File: src/rtl/contador_ad_param_2dig.sv
// -----------------------------------------------------------------------------
// contador_ad_param_2dig
//
// Two-digit up/down counter used on the RTC time/date setting path. A single
// parameterisation covers every field: 0-59 (seconds/minutes), 0-23 (hours),
// 1-31 (days) and 1-12 (months).
//
// A button press steps the counter once. Holding the button for HOLD_CYC
// cycles after that first step starts auto-repeat, which then steps every
// REP_CYC cycles. A synchronous load lets the RTC write the current value
// back. Wrap-around produces one-cycle carry/borrow ticks so fields can be
// cascaded.
//
// Handshake/timing: enUP/enDOWN are levels. Only a rising level starts a press.
// A rise seen before clock edge k changes count at edge k. load is a strobe
// sampled on every edge and beats any button activity in that cycle.
//
// Ports:
//   clk          system clock, all state updates on posedge
//   reset        asynchronous, active-low reset (0 = in reset)
//   enUP         increment request level (debounced button)
//   enDOWN       decrement request level (debounced button)
//   load         synchronous load strobe
//   load_val     value to load; values outside [MIN, MAX] load MIN instead
//   count        registered binary count, always within [MIN, MAX]
//   digit1       BCD tens digit of count
//   digit0       BCD units digit of count
//   carry_tick   one-cycle pulse, coincident with an up step wrapping MAX->MIN
//   borrow_tick  one-cycle pulse, coincident with a down step wrapping MIN->MAX
//   fsm_state    debug view of the press FSM (0 = IDLE, 1 = HOLD, 2 = REPEAT)
// -----------------------------------------------------------------------------
module contador_ad_param_2dig #(
  parameter int N        = 6,
  parameter int MIN      = 0,
  parameter int MAX      = 59,
  parameter int HOLD_CYC = 1000,
  parameter int REP_CYC  = 250,
  parameter int TW       = 16
) (
  input  logic         clk,
  input  logic         reset,
  input  logic         enUP,
  input  logic         enDOWN,
  input  logic         load,
  input  logic [N-1:0] load_val,
  output logic [N-1:0] count,
  output logic [3:0]   digit1,
  output logic [3:0]   digit0,
  output logic         carry_tick,
  output logic         borrow_tick,
  output logic [1:0]   fsm_state
);

  typedef enum logic [1:0] {
    IDLE   = 2'd0,
    HOLD   = 2'd1,
    REPEAT = 2'd2
  } state_t;

  localparam logic [N-1:0]  MIN_V     = N'(MIN);
  localparam logic [N-1:0]  MAX_V     = N'(MAX);
  localparam logic [TW-1:0] HOLD_LAST = TW'(HOLD_CYC - 1);
  localparam logic [TW-1:0] REP_LAST  = TW'(REP_CYC - 1);

  state_t        state, state_n;
  logic          dir, dir_n;          // 1 = up, 0 = down
  logic [TW-1:0] timer, timer_n;
  logic          enUP_reg, enDOWN_reg;
  logic          up_edge, down_edge;
  logic          en_dir;              // enable level for the direction being held
  logic          do_up, do_down;
  logic [N-1:0]  count_n;
  logic          carry_n, borrow_n;
  logic          load_in_range;
  logic [7:0]    cnt8;

  assign up_edge   = enUP & ~enUP_reg;
  assign down_edge = enDOWN & ~enDOWN_reg;
  assign en_dir    = dir ? enUP : enDOWN;
  assign fsm_state = state;

  // Compare in 32-bit signed space so MIN = 0 does not become an
  // always-true unsigned comparison.
  assign load_in_range = (int'(load_val) >= MIN) && (int'(load_val) <= MAX);

  // ---------------------------------------------------------------------------
  // Press FSM: decides when a step happens and in which direction.
  // ---------------------------------------------------------------------------
  always_comb begin
    state_n = state;
    dir_n   = dir;
    timer_n = timer;
    do_up   = 1'b0;
    do_down = 1'b0;

    if (load) begin
      state_n = IDLE;
      timer_n = '0;
    end else if (enUP && enDOWN) begin
      // Both buttons (including the opposite one rising mid-hold) cancel the
      // press. Stepping resumes only after a fresh rising edge.
      state_n = IDLE;
      timer_n = '0;
    end else begin
      case (state)
        IDLE: begin
          if (up_edge) begin
            do_up   = 1'b1;
            dir_n   = 1'b1;
            timer_n = '0;
            state_n = HOLD;
          end else if (down_edge) begin
            do_down = 1'b1;
            dir_n   = 1'b0;
            timer_n = '0;
            state_n = HOLD;
          end
        end
        HOLD: begin
          if (!en_dir) begin
            state_n = IDLE;
            timer_n = '0;
          end else if (timer == HOLD_LAST) begin
            do_up   = dir;
            do_down = ~dir;
            timer_n = '0;
            state_n = REPEAT;
          end else begin
            timer_n = timer + TW'(1);
          end
        end
        REPEAT: begin
          if (!en_dir) begin
            state_n = IDLE;
            timer_n = '0;
          end else if (timer == REP_LAST) begin
            do_up   = dir;
            do_down = ~dir;
            timer_n = '0;
          end else begin
            timer_n = timer + TW'(1);
          end
        end
        default: begin
          state_n = IDLE;
          timer_n = '0;
        end
      endcase
    end
  end

  // ---------------------------------------------------------------------------
  // Count datapath with wrap and tick generation.
  // ---------------------------------------------------------------------------
  always_comb begin
    count_n  = count;
    carry_n  = 1'b0;
    borrow_n = 1'b0;
    if (load) begin
      count_n = load_in_range ? load_val : MIN_V;
    end else if (do_up) begin
      if (count == MAX_V) begin
        count_n = MIN_V;
        carry_n = 1'b1;
      end else begin
        count_n = count + N'(1);
      end
    end else if (do_down) begin
      if (count == MIN_V) begin
        count_n  = MAX_V;
        borrow_n = 1'b1;
      end else begin
        count_n = count - N'(1);
      end
    end
  end

  always_ff @(posedge clk or negedge reset) begin
    if (!reset) begin
      state       <= IDLE;
      dir         <= 1'b1;
      timer       <= '0;
      count       <= MIN_V;
      carry_tick  <= 1'b0;
      borrow_tick <= 1'b0;
      // Start "already high" so a button held across reset release is not
      // mistaken for a new press.
      enUP_reg    <= 1'b1;
      enDOWN_reg  <= 1'b1;
    end else begin
      state       <= state_n;
      dir         <= dir_n;
      timer       <= timer_n;
      count       <= count_n;
      carry_tick  <= carry_n;
      borrow_tick <= borrow_n;
      enUP_reg    <= enUP;
      enDOWN_reg  <= enDOWN;
    end
  end

  // ---------------------------------------------------------------------------
  // BCD split by arithmetic rather than a lookup, so any MAX up to 99 works.
  // ---------------------------------------------------------------------------
  assign cnt8   = 8'(count);
  assign digit1 = 4'(cnt8 / 8'd10);
  assign digit0 = 4'(cnt8 % 8'd10);

endmodule

File: config.mk
export PLATFORM = sky130hd
export DESIGN_NAME = contador_ad_param_2dig
export DESIGN_NICKNAME = d
export VERILOG_FILES = /design/src/rtl/contador_ad_param_2dig.sv
export SDC_FILE = /design/constraint.sdc
export NUM_CORES = 1
export LEC_CHECK = 0
export BUFFER_PORTS_ARGS = -buffer_cell sky130_fd_sc_hd__clkbuf_2
export CAP_MARGIN = 10
export CORE_MARGIN = 2
export CORE_UTILIZATION = 40
export DETAILED_ROUTE_END_ITERATION = 6
export PLACE_DENSITY = 0.59
export SLEW_MARGIN = 20
export SYNTH_ARGS = -nofsm -noshare
export SYNTH_HDL_FRONTEND = slang
export SYNTH_SLANG_ARGS = --single-unit
File: constraint.sdc
create_clock -name clk -period 4.4 [get_ports clk]
set_clock_uncertainty 0.2 [all_clocks]
set_input_delay 0.88 -clock clk [delete_from_list [all_inputs] [get_ports clk]]
set_output_delay 0.88 -clock clk [all_outputs]
set_load 0.02 [all_outputs]
==> summary.txt <==
Status: finished clean
Vias: 2185
Critical path peak fanout: 18
Area contributors post-synth: dfrtp_1 (28%), ha_1 (6.5%), nand2_1 (6.0%)
Fin crit share: 0.8333
Synth area leader: dfrtp_1
Post-Syn Nets: 307
Min-delay worst type: flop to flop
Number of global-route vias before repair: 2014
Filler cells: 586
DRT iter0 DRCs: 119
Drt first pass iters: 4
CTS Root Cell: clkbuf_8
Clock slew at reported path FFs: 70 ps
Vias per cell: 5.765
Largest register by flop count: timer
Top-level port count: 29
Crit path DAT: 2590 ps
Core area: 5540 sq um
# port buffers: 27
Final wirelength: 5448 um
Max reg flops: 16
Gr usage total: 0.1854
Yosys top cell area share: 0.2821
Clock insertion delay at the later pin of the skew report: 280 ps
Resize count post-CTS: 0
Wirelength per Cell: 14.37 um
Fin crit period: 3666 ps
Xor and xnor area share after synthesis: 0.01899
Post-synth top flop: dfrtp_1
Hold_buf cts: 0
Design area: 2527 sq um
Number of flops mapped to enable cells by yosys: 0
Slew Viols, Final: 0
Die Y: 79.93 um
CP max stage delay: 600 ps
Worst Path Required: 3320 ps
CP max stage cell: dfrtp_1
Hold Worst Slack: 282.0 ps
Post-Synth Adder-Cell Area: 0.06511
Routability cong.: 0.8099
Async SR Flop Fraction: 1.000
Synth Area per Inst: 8.120 sq um
Startpoint types: flop
Layout area overhead: 9.604%
Clock tree from TritonCTS: built
Maximum Capacitance Violations: 0
Largest net degree at the start of global routing: 30
Setup crit end kind: output port
CP Class: flop to output port
Nets@finish: 329
Post-CTS Setup Repair Bufs: 0
Synth Cell Area: 2306 sq um
Rows: 27
Library cells used by synthesis: 52
Total gr overflow: 0
Setup TNS: 0 ps
Pwr Total: 991.7 uW
Synth Warn #: 0
Hold depth: 1
H-tree depth: 2
Fraction of the mapped netlist area in simple logic gates: 0.2583
VDD IR max: 193.6 uV
Initial Util: 0.4162
Number of remaining DRC errors: 0
Final antenna-violating net count: 0
Compound-Gate Fraction of Synth Area: 0.2382
Final Setup Violations: 0
Upper clock frequency limit: 272.8 MHz
Mux contribution to synthesized area: 0.03961
CTS max path bufs: 2
Leak pwr: 1.118 nW
Slew HR: 0.5138
Initial antenna violation count: 0
Num CTS Buffers: 5
Antenna cells: 0
Layout cell share with drive strength beyond 1: 0.1661
PwrDens: 392.4 nW/um^2
CTS sink count: 29
RSZ-0062 raised after global routing: false
Largest family of logic cells by synthesized area: simple AND/OR/NAND/NOR gates
Yosys reg bits: 29
First-pass GRT wire length: 9522 um
Post-DP HPWL: 3895 um
Final-report hold violation count: 0
Worst r2r path cells: 8
Die span in x: 79.93 um
Placed instance area: 2441 sq um
Die area: 6388 sq um
Gate Count Post-Synth: 284
CP Cell Sequence: nor2_1 -> o21ai_0 -> a22o_1 -> xnor2_1 -> ha_1 -> nor2_1 -> o22ai_1 -> a21oi_1 -> o21ai_0 -> clkbuf_2
Sequential element share of the synthesized area: 0.3163
Worst Max-Slew Pin Slew: 729.3 ps
[cells by family (layout without fill, tap and decap cells)]
family,count (synthesis),in the layout
compound gates,84,84
flops,29,29
mux,9,9
buf+inv,25,48
xor+xnor,5,5
fa+ha+maj,12,12
simple gates,119,119
other cells,1,1
[synth_stat cells (all sizes together) (2+ instances only)]
cell type,n
nand2,37
dfrtp,26
nor2,26
o21ai,26
a21oi,21
nand3,13
ha,12
inv,12
a22o,8
and3,8
buf,8
mux2i,8
nor3,7
clkbuf,5
nand4,4
o22ai,4
or3,4
a21o,3
a31oi,3
dfstp,3
nand2b,3
nor4,3
o21a,3
or4b,3
xnor2,3
a211oi,2
a222oi,2
a32oi,2
and2,2
nand3b,2
nor2b,2
o2bb2ai,2
o31ai,2
o41ai,2
xor2,2
[critical path: cells and delay by family, from the launching register on]
family	cells	cell delay (ps)
AO/OA/AOI/OAI	5	680
XOR/XNOR	1	150
adder cells (fa/ha/maj)	1	230
buffers and inverters	1	160
flip-flops	1	600
AND/OR/NAND/NOR	2	480
[report_power, final]
part	switching [mW]	internal, mW	leakage, nW
sequential	0.0706	0.289	0.381
combinational	0.254	0.161	0.693
clock	0.108	0.109	0.0439
[metal layers]
layer / track usage / vias to the layer above / part of all wire
met4: 0.04576 / 0 / 0.0075
met5: 0 / - / 0
met1: 0.2585 / 1038 / 0.49
met3: 0.03733 / 4 / 0.043
li1: - / 1079 / -
met2: 0.2925 / 64 / 0.46
[area by class of cell]
class | count | area (sq um) | share of cell area
inverter | 12 | 45.04 | 0.01782
clock buffer | 5 | 68.82 | 0.02723
timing repair buffer | 28 | 142.6 | 0.05644
multi-input combinational | 230 | 1434 | 0.5673
tap | 72 | 90.09 | 0.03564
sequential | 29 | 729.5 | 0.2886
clock inverter | 3 | 17.52 | 0.006931
[stage by stage]
stage / worst slack (ps) / instances / utilization
floorplan: 1110 / 284 / -
global placement: 1147 / 371 / 0.4406
detailed placement: 1046 / 371 / 0.4406
CTS: 739.8 / 379 / 0.4562
global route: 484.7 / 379 / 0.4562
finish: 733.6 / 379 / 0.4562
[placed cells by master (no fill, tap or decap), types with 3 or more instances in the layout]
| master | count |
|---|---|
| xnor2_1 | 3 |
| nor2_1 | 26 |
| nand2_1 | 37 |
| a31oi_1 | 3 |
| dfrtp_1 | 26 |
| mux2i_1 | 8 |
| a21oi_1 | 21 |
| a22o_1 | 7 |
| clkbuf_2 | 27 |
| o21a_1 | 3 |
| o22ai_1 | 4 |
| nor3_1 | 7 |
| nor4_1 | 3 |
| nand2b_1 | 3 |
| and3_1 | 7 |
| nand3_1 | 13 |
| inv_1 | 12 |
| clkbuf_8 | 5 |
| ha_1 | 12 |
| o21ai_0 | 25 |
| or3_1 | 3 |
| a21o_1 | 3 |
| dfstp_2 | 3 |
| nand4_1 | 4 |
[final timing paths]
| kind | from | endpoint | slack, ps |
|---|---|---|---|
| setup / recovery | count[3] | digit0[3] | 730 |
| hold / removal | timer[7] | timer[7] | 280 |
| setup reg to reg | fsm_state[0] | count[3] | 1390 |
| hold reg to reg | timer[7] | timer[7] | 280 |
| max in group asynchronous | reset | count[5] | 3080 |
| min in group asynchronous | reset | timer[9] | 440 |
(Power assumes the default switching activity.)
